[src/rtl/fft_frame_sequencer.sv]
// fft_frame_sequencer: moves one frame of real samples into the FFT core, starts
// it, streams the complex bins back out and reports the strongest bin of the
// lower half spectrum (DC excluded) for the tuner display.
//
// state  | meaning
// IDLE   | waiting for arm, or continuous to re-arm
// LOAD   | accepting samples and writing them to the core
// START  | one-cycle start pulse to the core
// WAIT   | waiting for done, bounded by DONE_TIMEOUT
// UNLOAD | one bin per done cycle, tracking the peak
// REPORT | peak published, result_valid pulse
module fft_frame_sequencer #(
  parameter int N            = 512,
  parameter int DW           = 16,
  parameter int AW           = $clog2(N),
  parameter int DONE_TIMEOUT = 4096
) (
  input  logic            slow_clk,
  input  logic            reset,
  input  logic            continuous,
  input  logic            arm,
  input  logic            sample_valid,
  input  logic [DW-1:0]   sample_in,
  output logic            sample_ready,
  output logic            fft_load,
  output logic [AW-1:0]   fft_load_adr,
  output logic [2*DW-1:0] fft_data_in,
  output logic            fft_start,
  input  logic            fft_done,
  input  logic [2*DW-1:0] fft_data_out,
  output logic [AW-1:0]   peak_bin,
  output logic [DW:0]     peak_mag,
  output logic            result_valid,
  output logic            busy,
  output logic            overrun,
  output logic            timeout_err
);

  localparam int WCW = $clog2(DONE_TIMEOUT + 1);

  typedef enum logic [2:0] {
    S_IDLE   = 3'd0,
    S_LOAD   = 3'd1,
    S_START  = 3'd2,
    S_WAIT   = 3'd3,
    S_UNLOAD = 3'd4,
    S_REPORT = 3'd5
  } state_t;

  state_t state, state_next;

  logic [AW-1:0]  load_cnt, out_cnt, best_bin;
  logic [WCW-1:0] wait_cnt, wait_nxt;
  logic [DW:0]    best_mag, re_ext, im_ext, abs_re, abs_im, mag;
  logic           accept, last_load, timed_out, last_bin, in_search, entering_load;

  assign accept        = (state == S_LOAD) && sample_valid;
  assign last_load     = accept && (load_cnt == AW'(N - 1));
  assign wait_nxt      = wait_cnt + 1'b1;
  // Timeout fires when the count is about to reach DONE_TIMEOUT-1, so the whole
  // start-to-abort window is DONE_TIMEOUT cycles including the start pulse.
  assign timed_out     = (state == S_WAIT) && !fft_done && (wait_nxt == WCW'(DONE_TIMEOUT - 1));
  assign last_bin      = (state == S_UNLOAD) && fft_done && (out_cnt == AW'(N - 1));
  // Only bins 1..N/2-1 are meaningful for a real input: skip DC and the mirror half.
  assign in_search     = (out_cnt != '0) && (out_cnt < AW'(N / 2));
  assign entering_load = (state_next == S_LOAD) && (state != S_LOAD);

  // Magnitude |re|+|im| in DW+1 bits so the most negative value is exact.
  assign re_ext = {fft_data_out[2*DW-1], fft_data_out[2*DW-1:DW]};
  assign im_ext = {fft_data_out[DW-1], fft_data_out[DW-1:0]};
  assign abs_re = re_ext[DW] ? (~re_ext + 1'b1) : re_ext;
  assign abs_im = im_ext[DW] ? (~im_ext + 1'b1) : im_ext;
  assign mag    = abs_re + abs_im;

  // State register.
  always_ff @(posedge slow_clk) begin
    if (!reset) state <= S_IDLE;
    else        state <= state_next;
  end

  // Next-state logic.
  always_comb begin
    state_next = state;
    case (state)
      S_IDLE:   if (arm || continuous) state_next = S_LOAD;
      S_LOAD:   if (last_load) state_next = S_START;
      S_START:  state_next = S_WAIT;
      S_WAIT: begin
        if (fft_done)       state_next = S_UNLOAD;
        else if (timed_out) state_next = S_IDLE;
      end
      S_UNLOAD: if (last_bin) state_next = S_REPORT;
      S_REPORT: state_next = continuous ? S_LOAD : S_IDLE;
      default:  state_next = S_IDLE;
    endcase
  end

  // Counters, peak search, published results and sticky error flags.
  always_ff @(posedge slow_clk) begin
    if (!reset) begin
      load_cnt    <= '0;
      wait_cnt    <= '0;
      out_cnt     <= '0;
      best_mag    <= '0;
      best_bin    <= '0;
      peak_bin    <= '0;
      peak_mag    <= '0;
      overrun     <= 1'b0;
      timeout_err <= 1'b0;
    end else begin
      if (entering_load) begin
        load_cnt    <= '0;
        overrun     <= 1'b0;
        timeout_err <= 1'b0;
      end else begin
        if (accept) load_cnt <= load_cnt + 1'b1;
        if (sample_valid && !sample_ready && state != S_IDLE) overrun <= 1'b1;
        if (timed_out) timeout_err <= 1'b1;
      end

      if (state == S_START)     wait_cnt <= '0;
      else if (state == S_WAIT) wait_cnt <= wait_nxt;

      // The done cycle seen in WAIT carries bin 0 (DC), so counting resumes at 1.
      if (state == S_WAIT && fft_done) begin
        out_cnt  <= AW'(1);
        best_mag <= '0;
        best_bin <= AW'(1);
      end else if (state == S_UNLOAD && fft_done) begin
        out_cnt <= out_cnt + 1'b1;
        if (in_search && mag > best_mag) begin
          best_mag <= mag;
          best_bin <= out_cnt;
        end
      end

      // The last bin lies outside the search range, so best_* is final here and
      // the published values line up with the result_valid pulse in REPORT.
      if (last_bin) begin
        peak_bin <= best_bin;
        peak_mag <= best_mag;
      end
    end
  end

  // Moore/Mealy outputs; everything idles at zero.
  always_comb begin
    sample_ready = (state == S_LOAD);
    fft_load     = accept;
    fft_load_adr = accept ? load_cnt : '0;
    fft_data_in  = accept ? {sample_in, {DW{1'b0}}} : '0;
    fft_start    = (state == S_START);
    result_valid = (state == S_REPORT);
    busy         = (state != S_IDLE);
  end

endmodule
[config.mk]
export PLATFORM = sky130hd
export DESIGN_NAME = fft_frame_sequencer
export DESIGN_NICKNAME = d
export VERILOG_FILES = /design/src/rtl/fft_frame_sequencer.sv
export SDC_FILE = /design/constraint.sdc
export NUM_CORES = 1
export LEC_CHECK = 0
export BUFFER_PORTS_ARGS = -buffer_cell sky130_fd_sc_hd__clkbuf_2
export CORE_ASPECT_RATIO = 1.75
export CORE_UTILIZATION = 45
export DETAILED_ROUTE_END_ITERATION = 8
export PLACE_DENSITY = 0.68
export SLEW_MARGIN = 30
export SYNTH_ARGS = -nofsm -noshare
export SYNTH_HDL_FRONTEND = slang
export SYNTH_SLANG_ARGS = --single-unit
[constraint.sdc]
create_clock -name slow_clk -period 6 [get_ports slow_clk]
set_input_delay 0.9 -clock slow_clk [delete_from_list [all_inputs] [get_ports slow_clk]]
set_output_delay 0.9 -clock slow_clk [all_outputs]
set_load 0.03 [all_outputs]
# Word-level counts from Yosys, hierarchy flattened
# Cells that the tools add are included.
# W data, S select, Z words.
# classes
n_addsub	6
magnitude_cmp	2
eq_ne	10
muxes	16
n_bitwise	3
reduce_logical	25
# op_table
operator	n
$add A17 B1 Y17 const B	2
$mux W17	2
$not A17 Y17	2
$mux W32	1
$add A9 B1 Y9 const B	2
$eq A9 B9 Y1 const B	2
$pmux W3 S6	1
$add A17 B17 Y17	1
$gt A17 B17 Y1	1
$mux W3	5
$add A13 B1 Y13 const B	1
$eq A13 B12 Y1 const B	1
$logic_and A1 B1 Y1	12
$lt A9 B9 Y1 const B	1
$mux W9	1
$reduce_bool A9 Y1	1
$eq A3 B1 Y1 const B	2
$eq A3 B2 Y1 const B	2
$eq A3 B3 Y1 const B	2
$mux W1	6
$reduce_or A2 Y1	3
$reduce_and A2 Y1	2
$reduce_bool A2 Y1	2
$logic_not A3 Y1	1
5 further kinds	6
# word_totals
regBits	88
out_inout_bits	74
wordCells	74

# Longest topological paths before layout
# Gate-level depths: netlist of the first run.
# logic_depth
ltp_word	9
ltp_mapped	22
mapped_depth_nobuf	21

# Least setup slack after synthesis of the first run
# OpenSTA, ideal clock, no wires.
# synth_timing
path_type	input-to-reg
from	input fft_data_out[22]
to	register best_bin[7]
setup_time_ns	0.117
arrival_time_ns	4.961
t_required_ns	5.883
path_slack_ns	0.922
cell_stages	17
n_path_buf	1
cell_sequence	or4_4 or4_1 o31ai_1 xnor2_1 ha_1 a21oi_1 o21ai_0 a21o_1 xor2_1 ha_1 a21oi_1 o21ai_0 o2111ai_4 nor2_4 buf_4 mux2i_1 nor2_1
# synth_via
elab_chain_len	7
# synth_lines
element	line	text
start: declaration	30	input logic [2*DW-1:0] fft_data_out,
$not A17 Y17	71	assign abs_re = re_ext[DW] ? (~re_ext + 1'b1) : re_ext;
$add A17 B1 Y17	71	
$mux W17 (*)	71	
$add A17 B17 Y17 (*)	73	assign mag = abs_re + abs_im;
net mag[14]	54	logic [DW:0] best_mag, re_ext, im_ext, abs_re, abs_im, mag;
$gt A17 B17 Y1 (*)	131	if (in_search && mag > best_mag) begin
$logic_and A1 B1 Y1 (*)	131	
$reduce_and A2 Y1 (no line) (*)	--	
end signal: assignment	133	best_bin <= out_cnt;
end: declaration	52	logic [AW-1:0] load_cnt, out_cnt, best_bin;
# Mark *: on every way through the listed nets, which the timed path passes. The rest lies on a longest branch.
# A chain may end at the register's enable or synchronous reset.

# Worst setup path in the final report of the first run
# Ends and elaborated chain as after synthesis.

==> summary.md, run 1 <==
| Metric | Value |
|---|---|
| Setup violations, final | 0 |
| Crit path capture type | flop |
| Die height | 153 um |
| Proportion of layout cells with a drive suffix above 1 | 18.0% |
| GRT Residual Overflow | 0 |
| Post-CTS Hold Fix Bufs | 0 |
| Yosys Warn Count | 0 |
| H-tree Lvls | 3 |
| Io pins | 128 |
| Most instantiated cells after synthesis | nand2_1 (102), dfxtp_1 (88), nor2_1 (62), a21oi_1 (42), ha_1 (42) |
| Leading post-synthesis cells by cell area | dfxtp_1 (30%), ha_1 (9.0%), nand2_1 (6.6%) |
| Worst hold path depth | 2 |
| Most frequent cell after synthesis | nand2_1 |
| Final period utilization | 85.4% |
| Seq cells post-synth | 88 |
| Maximum number of pins on one net before global-route repair | 47 |
| First-pass GRT wire length | 21.7 mm |
| Fraction of registers with async set or reset after synthesis | 0% |
| Skew final | 0.00794 ns |
| HPWL after DPL | 10.2 mm |
| Syn Inst Count | 730 |
| Syn avg cell area | 8.00 sq um |
| Worst-Skew Late Latency | 0.33 ns |
| Hold Path Sink | best_bin[8] |
| Relative slew margins | 42.4% |
| Min-delay src | best_bin[8] |
| Dominant synthesized flop cell | dfxtp_1 |
| Antenna cells | 0 |
| Core Footprint | 12,600 sq um |
| Finished Layout Cells | 1,002 |
| Reg clk slew, reported paths | 0.06 ns |
| Critical path fanouts, max | 26 |
| All-Layer GR Usage | 19.9% |
| Rows | 54 |
| Placed Cells | 986 |
| Antenna-violating nets left | 0 |
| First-iteration detailed-routing DRC count | 127 |
| R2R Path Start | best_mag[4] |
| Fin crit period | 5.12 ns |
| Static Leakage | 2.75 nW |
| Initial antenna violation count | 0 |
| TNS Setup | 0 ns |
| Class of the most critical setup path | in2reg |
| TritonCTS clock tree | done |
| Fin. Hold Viols | 0 |
| Worst r2r path cells | 10 |
| Hold Path Class | reg2reg |
| Port Buffer Count | 111 |
| Number of flops mapped to enable cells by yosys | 0 |
| Clock root buffer | clkbuf_16 |
| Max Cap Viol | 0 |
| R2R Setup Slk | 3.61 ns |
| DRC Markers | 0 |
| Sequential cell area fraction in the yosys report | 30.2% |
| Nets | 926 |
| TritonCTS Buffers | 9 |
| Crit Reg-Reg Endpoint | best_bin[7] |
| Vias | 5,208 |
| Initial Util | 46.5% |
| Vias in the first global route | 4,874 |
| Synth top area share | 30.2% |
| CTS sink cnt | 88 |
| Detailed Routing Iterations Pass 1 | 7 |
| RSZ-0062 raised after global routing | no |
| Vias per cell | 5.20 |
| Crit start category | input port |
| Slew Limit Fails | 0 |
| Max clock buf depth | 2 |
| Area leader, netlist | dfxtp_1 |
| F_max | 195 MHz |
| WP data required | 6.20 ns |
| DR WL/cell | 12.9 um |
| DIE WIDTH | 88.1 um |
| Die area | 13,500 sq um |
| Mapped Area | 5840 sq um |
| Data arrival time of the critical path | 5.33 ns |
| Syn-to-layout area delta | 16.6% |
| Outcome | finished clean |
| Routed wire length | 12.9 mm |
| Post-CTS Setup Bufs | 0 |
| Routability cong. | 0.781 |
| Synth unique cells | 60 |
| Pwr dens | 245 nW/um^2 |
| CTS resizes | 0 |
| Worst Tran Pin Value | 0.864 ns |
| Max rail drop VDD | 142 uV |
## area by class of cell
type | instances | area, sq um
Fill cell | 1238 | 5760
Multi-Input combinational cell | 583 | 3770
Sequential cell | 88 | 1760
Timing Repair Buffer | 114 | 591
Clock buffer | 11 | 253
Tap cell | 168 | 210
Inverter | 33 | 124
Clock inverter | 5 | 103
## registers in the layout, summed over array words and instances, names as in the netlist, 3 cells and up
name / flops
load_cnt: 9
peak_bin: 9
peak_mag: 17
out_cnt: 9
state: 3
wait_cnt: 13
best_bin: 9
best_mag: 17
## placed cells by master (no fill, tap or decap), types with 6 or more instances in the layout
cell	n
dfxtp_1	88
nor2_1	62
inv_1	32
xnor2_1	38
mux2i_1	20
and2_1	28
a21oi_1	42
a21boi_0	30
nor2b_1	14
clkbuf_2	111
conb_1	16
clkbuf_16	9
nand2_1	100
nand4_1	11
ha_1	42
nand3_1	19
xor2_1	16
a21o_1	8
and3_1	9
o21ai_0	31
nor3_1	18
o31ai_1	10
o21a_1	6
## routing by layer
layer | global-route usage (%) | vias to the layer above | wire length, um
met2 | 39.3 | 137 | 6920
met3 | 3.09 | 21 | 560
met5 | 0 | - | 0
li1 | - | 2701 | -
met4 | 5.22 | 0 | 236
met1 | 20.7 | 2349 | 5180
## through the flow
stage / worst slack, ns / power (W) / hold slack (ns) / utilization [%] / area [sq um]
floorplan: 0.922 / 0.000939 / 0.410 / - / 5900
global placement: 0.568 / 0.00103 / 0.416 / 51.3 / 6450
detailed placement: 0.514 / 0.00103 / 0.419 / 51.3 / 6450
CTS: 0.859 / 0.00168 / 0.428 / 54.2 / 6810
global route: 0.334 / 0.00177 / 0.452 / 54.2 / 6810
finish: 0.876 / 0.00167 / 0.430 / 54.2 / 6810
## logic make-up (layout without fill, tap and decap cells)
group           Yosys count  count (layout)  share of synthesized area, %
compound gates          156             156                          17.9
mux                      20              20                          3.43
flops                    88              88                          30.2
simple gates            294             294                          24.6
other cells               1              16                        0.0642
buf+inv                  74             163                          6.36
xor+xnor                 54              54                          8.10
fa+ha+maj                43              43                          9.34
## worst max-delay path, stage by stage
cell	delay, ns
clkbuf_2	0.10
or4_4	0.55
or4_1	0.48
o31ai_1	0.27
xnor2_1	0.10
ha_1	0.35
nand2_1	0.14
nor2_1	0.12
o31ai_1	0.08
or2_2	0.28
a31oi_1	0.26
ha_1	0.30
a21oi_1	0.15
o21ai_0	0.23
a2111oi_4	0.53
nor2_4	0.08
buf_12	0.19
mux2i_1	0.17
nor2_1	0.05
## how the worst max path moves through the flow
stage | slack, ns | endpoint | start | cells after the start
after floorplan | 0.92 | best_bin[7] | fft_data_out[22] | 17
after global placement | 0.57 | best_bin[5] | fft_data_out[22] | 18
after detailed placement | 0.51 | best_bin[0] | fft_data_out[22] | 19
after CTS | 0.86 | best_bin[0] | fft_data_out[22] | 19
after global routing | 0.33 | best_bin[7] | fft_data_out[22] | 19
final | 0.88 | best_bin[7] | fft_data_out[22] | 19
## power by group
group	internal (W)	total (W)	switching, W
Sequential	0.000585	0.000589	0.00000337
Clock	0.000429	0.000650	0.000221
Combinational	0.000173	0.000427	0.000254
(Power assumes the default switching activity.)
==> run 2: changes to the inputs <==
==> constraint.sdc (replaced) <==
create_clock -name slow_clk -period 6 [get_ports slow_clk]
set_input_delay 1.2 -clock slow_clk [delete_from_list [all_inputs] [get_ports slow_clk]]
set_output_delay 1.2 -clock slow_clk [all_outputs]
set_load 0.03 [all_outputs]
==> summary.md, run 2 (synthesis gave the netlist of run 1 again) <==
| Metric | Value |
|---|---|
| Outcome | finished clean |
| Reg clk slew, reported paths | 0.06 ns |
| Fin. Hold Viols | 0 |
| CTS resizes | 0 |
| HPWL after DPL | 10.1 mm |
| Setup violations, final | 0 |
| H-tree Lvls | 3 |
| Commonest non-fill, non-tap cell in the layout | clkbuf_2 |
| Rows | 54 |
| Crit path max-delay family | compound AO/OA/AOI/OAI gates |
| Design area | 6800 sq um |
| Relative slew margins | 38.2% |
| Vias in the first global route | 4,850 |
| Die height | 153 um |
| TNS Setup | 0 ns |
| Crit path capture type | flop |
| Worst-Skew Late Latency | 0.34 ns |
| Routability cong. | 0.790 |
| TritonCTS clock tree | done |
| Data arrival time of the critical path | 5.77 ns |
| Worst hold path depth | 2 |
| Worst Tran Pin Value | 0.924 ns |
| Initial Util | 46.5% |
| Fin crit period | 5.50 ns |
| Largest regs | best_mag: 17 flops, peak_mag: 17 flops, wait_cnt: 13 flops |
| Critical path fanouts, max | 18 |
| Clock root buffer | clkbuf_16 |
| Routed wire length | 12.8 mm |
| Crit path buf inv count | 2 |
| Static Leakage | 2.75 nW |
| Syn-to-layout area delta | 16.5% |
| Antenna cells | 0 |
| Slew Limit Fails | 0 |
| All-Layer GR Usage | 19.8% |
| DR WL/cell | 12.8 um |
| TritonCTS Buffers | 9 |
| R2R Setup Slk | 3.62 ns |
| Port Buffer Count | 111 |
| Initial antenna violation count | 0 |
| GRT Residual Overflow | 0 |
| DRC Markers | 0 |
| Vias per cell | 5.17 |
| Critical-path cell list | clkbuf_2 > or4_4 > or4_1 > o31ai_1 > xnor2_1 > ha_1 > a21oi_1 > o21ai_0 > nand3_1 > a31oi_1 > a211oi_1 > ha_1 > nand2_1 > o21ai_0 > a2111oi_4 > nor2_4 > buf_12 > mux2i_1 > a21boi_0 |
| Detailed Routing Iterations Pass 1 | 4 |
| WP depth | 19 |
| Fin worst setup slack | 0.501 ns |
| RSZ-0062 raised after global routing | no |
| Max clock buf depth | 2 |
| Max Cap Viol | 0 |
| Proportion of layout cells with a drive suffix above 1 | 18.0% |
| Die area | 13,500 sq um |
| Post-CTS Setup Bufs | 0 |
| Post-Place Setup Slack | 0.130 ns |
| Core Footprint | 12,600 sq um |
| Placed Cells | 990 |
| Nets | 930 |
| Class of the most critical setup path | in2reg |
| First-pass GRT wire length | 21.5 mm |
| Final period utilization | 91.7% |
| Commonest non-fill, non-tap cells in the layout | clkbuf_2 (111), nand2_1 (102), dfxtp_1 (88), nor2_1 (62) |
| Antenna-violating nets left | 0 |
| Worst r2r path cells | 6 |
| Slowest stage delay, CP | 0.55 ns |
| Pwr dens | 235 nW/um^2 |
| Vias | 5,196 |
| Critical-path top delay cell | or4_4 |
| DIE WIDTH | 88.1 um |
| CTS sink cnt | 88 |
| Maximum number of pins on one net before global-route repair | 47 |
| Crit start category | input port |
| Io pins | 128 |
| WP data required | 6.27 ns |
| Skew final | 0.00577 ns |
| Placed inst area | 6490 sq um |
| Hold Path Class | reg2reg |
| First-iteration detailed-routing DRC count | 120 |
| F_max | 182 MHz |
| Max rail drop VDD | 99.2 uV |
| Finished Layout Cells | 1,006 |
| Worst hold margin | 0.432 ns |
| Post-CTS Hold Fix Bufs | 0 |
==> run 2: cell types whose count changed in the layout (fill, tap and decap cells not counted), moves of 2 or more <==
cell       change
bufinv_16      -2
nand2_1        +2
buf_4          +3
nand2_2        -2
==> run 2: power by group <==
| group | total [W] | switching [W] | internal (W) |
|---|---|---|---|
| clock | 0.000582 | 0.000234 | 0.000347 |
| combinational | 0.000431 | 0.000257 | 0.000174 |
| sequential | 0.000589 | 0.00000344 | 0.000585 |
==> run 2: path summary, 6_finish.rpt <==
| path | end | startpoint |
|---|---|---|
| max | best_bin[0] | fft_data_out[22] |
| min | best_bin[8] | best_bin[8] |
| max reg2reg | peak_mag[10] | state[0] |
| min reg2reg | best_bin[8] | best_bin[8] |
==> run 2: worst min-delay path: stages (launching register included) <==
cell     delay (ns)
dfxtp_1        0.31
nand2_1        0.05
nor2_1         0.03
==> run 2: through the flow <==
step / total power (W) / utilization [%]
2_1_floorplan: 0.000939 / -
3_5_place_dp: 0.00103 / 51.6
4_1_cts: 0.00162 / 54.1
5_1_grt: 0.00170 / 54.1
3_3_place_gp: 0.00103 / 51.5
6_report: 0.00160 / 54.1
==> run 2: metal layers <==
metal,up-vias,part of all wire [%],global-route usage [%],wire length (um)
met5,-,0,0,0
met4,0,2.2,6.22,277
met3,24,3.9,2.71,504
met2,135,53,37.8,6810
met1,2336,41,21.5,5250
li1,2701,-,-,-
==> run 2: layout make-up <==
type,instances,area [sq um]
Clock inverter,5,62.6
Clock buffer,11,253
Fill cell,1271,5770
Tap cell,168,210
Sequential cell,88,1760
Timing Repair Buffer,118,628
Inverter,33,124
Multi-Input combinational cell,583,3760
==> run 3: changes to the inputs <==
- ABC_AREA: unset -> 1
==> summary.md, run 3 <==
| Metric | Value |
|---|---|
| RSZ-0062 raised after global routing | no |
| Commonest non-fill, non-tap cells in the layout | nor2_1 (163), nand2_1 (142), inv_1 (115), clkbuf_2 (111), dfxtp_1 (88) |
| Proportion of layout cells with a drive suffix above 1 | 15.1% |
| Port Buffer Count | 111 |
| All-Layer GR Usage | 21.0% |
| Fin. Hold Viols | 0 |
| Static Leakage | 3.15 nW |
| Syn Inst Count | 893 |
| Seq cells post-synth | 88 |
| Vias per cell | 4.93 |
| DIE WIDTH | 89.0 um |
| Global routing usage on met3 | 2.40% |
| WP depth | 28 |
| Routed wire length | 13.7 mm |
| Synth unique cells | 44 |
| Max Cap Viol | 0 |
| Dominant synthesized flop cell | dfxtp_1 |
| Core Footprint | 12,900 sq um |
| Sw Ratio | 31.1% |
| Rows | 55 |
| Die area | 13,700 sq um |
| Worst hold path depth | 2 |
| Routability cong. | 0.854 |
| Antenna cells | 0 |
| Commonest non-fill, non-tap cell in the layout | nor2_1 |
| Sequential cell area fraction in the yosys report | 29.6% |
| Syn avg cell area | 6.67 sq um |
| WP data required | 6.20 ns |
| M1 GR Usage | 21.7% |
| Critical path fanouts, max | 20 |
| TNS Setup | 0 ns |
| Post-CTS Setup Bufs | 0 |
| Synth top area share | 29.6% |
| Vias | 5,761 |
| Worst-Skew Late Latency | 0.34 ns |
| Mapped Area | 5960 sq um |
| Detailed Routing Iterations Pass 1 | 4 |
| Clock power frac | 37.4% |
| Largest regs | best_mag: 17 flops, peak_mag: 17 flops, wait_cnt: 13 flops |
| Placed Cells | 1,152 |
| Clock root buffer | clkbuf_16 |
| Initial Util | 46.0% |
| Area leader, netlist | dfxtp_1 |
| Finished Layout Cells | 1,168 |
| GRT Residual Overflow | 0 |
| Worst Tran Pin Value | 0.818 ns |
| Io pins | 128 |
| Hold Path Class | reg2reg |
| Crit path buf inv count | 4 |
| Slew Limit Fails | 0 |
| Fin crit period | 5.05 ns |
| Crit path max-delay family | simple AND/OR/NAND/NOR gates |
| Yosys Warn Count | 0 |
| First-pass GRT wire length | 23.1 mm |
| Leading post-synthesis cells by cell area | dfxtp_1 (30%), nor2_1 (10%), nand2_1 (8.9%) |
| Seq. cell area | 1760 sq um |
| Critical-path top delay cell | ha_1 |
| Worst hold margin | 0.441 ns |
| CTS resizes | 0 |
| Post-CTS Hold Fix Bufs | 0 |
| Vias in the first global route | 5,376 |
| Crit path capture type | flop |
| F_max | 198 MHz |
| Syn-to-layout area delta | 15.6% |
| Most instantiated cells after synthesis | nor2_1 (163), nand2_1 (142), inv_1 (116), dfxtp_1 (88), a21oi_1 (77) |
| Slowest stage delay, CP | 0.32 ns |
| TritonCTS clock tree | done |
| Max rail drop VDD | 133 uV |
| Outcome | finished clean |
| Nets | 1,089 |
| Most frequent cell after synthesis | nor2_1 |
| Crit start category | input port |
| Reg clk slew, reported paths | 0.06 ns |
| Pwr dens | 237 nW/um^2 |
| Cell internal pwr | 0.00113 W |
| # fillers | 1,384 |
| Skew final | 0.00723 ns |
| Number of flops mapped to enable cells by yosys | 0 |
| Most used cell, CP | nand2_1 |
| Worst r2r path cells | 12 |
| Final Core Density | 53.2% |
| Max clock buf depth | 2 |
| Relative slew margins | 45.1% |
| Comb pwr share | 26.7% |
| H-tree Lvls | 3 |
| Maximum number of pins on one net before global-route repair | 45 |
| Seq pwr share | 35.9% |
| Setup violations, final | 0 |
| Met2 usage | 40.5% |
| Initial antenna violation count | 0 |
| HPWL after DPL | 11.2 mm |
| Sw Pwr | 0.000509 W |
| Class of the most critical setup path | in2reg |
| Antenna-violating nets left | 0 |
| Gr busiest metal | met2 |
| Final period utilization | 84.1% |
| Data arrival time of the critical path | 5.25 ns |
| Multi-input combinational cell area | 3560 sq um |
| DR WL/cell | 11.7 um |
| First-iteration detailed-routing DRC count | 196 |
| Fraction of registers with async set or reset after synthesis | 0% |
| TritonCTS Buffers | 9 |
| CTS sink cnt | 88 |
| DRC Markers | 0 |
| Die height | 154 um |
[run 3: stage by stage]
stage | area (sq um) | setup WS, ns | total power (W)
detailed placement | 6560 | 0.609 | 0.00104
global placement | 6560 | 0.672 | 0.00103
floorplan | 6010 | 1.54 | 0.000941
finish | 6890 | 0.953 | 0.00163
CTS | 6890 | 0.951 | 0.00165
global route | 6890 | 0.240 | 0.00174
[run 3: per-layer routing]
metal	vias to the layer above	routed length, um	share of wire [%]
li1	3038	-	-
met1	2561	5410	40
met2	130	7320	54
met3	32	445	3.3
met4	0	486	3.6
met5	-	0	0
[run 3: power groups by stage]
stage               clock network (W)  logic, W  registers, W
detailed placement                  0  0.000437      0.000601
global placement                    0  0.000433      0.000601
global route                 0.000647  0.000506      0.000587
finish                       0.000611  0.000436      0.000587
CTS                          0.000625  0.000439      0.000587
floorplan                           0  0.000341      0.000601
[run 3: path summary, 6_finish.rpt]
| path | from | end | slack (ns) |
|---|---|---|---|
| setup / recovery | fft_data_out[16] | best_bin[0] | 0.95 |
| hold / removal | overrun | overrun | 0.44 |
| setup reg to reg | out_cnt[0] | state[0] | 3.80 |
| hold reg to reg | overrun | overrun | 0.44 |
[run 3: final cells by class]
| type | count | area share [%] |
|---|---|---|
| Timing Repair Buffer | 113 | 8.28 |
| Clock buffer | 10 | 3.47 |
| Tap cell | 171 | 3.11 |
| Sequential cell | 88 | 25.6 |
| Clock inverter | 6 | 1.33 |
| Inverter | 121 | 6.60 |
| Multi-Input combinational cell | 659 | 51.6 |
[run 3: cells by family after synthesis]
family / share of synthesized area [%]
compound gates: 13.7
xor+xnor: 6.76
flops: 29.6
buf+inv: 11.7
fa+ha+maj: 9.16
simple gates: 29.1
other cells: 0.0630
[run 3: worst min-delay path, cell delays in order (launching register included)]
cell	delay (ns)
dfxtp_1	0.31
inv_1	0.04
a21oi_1	0.04
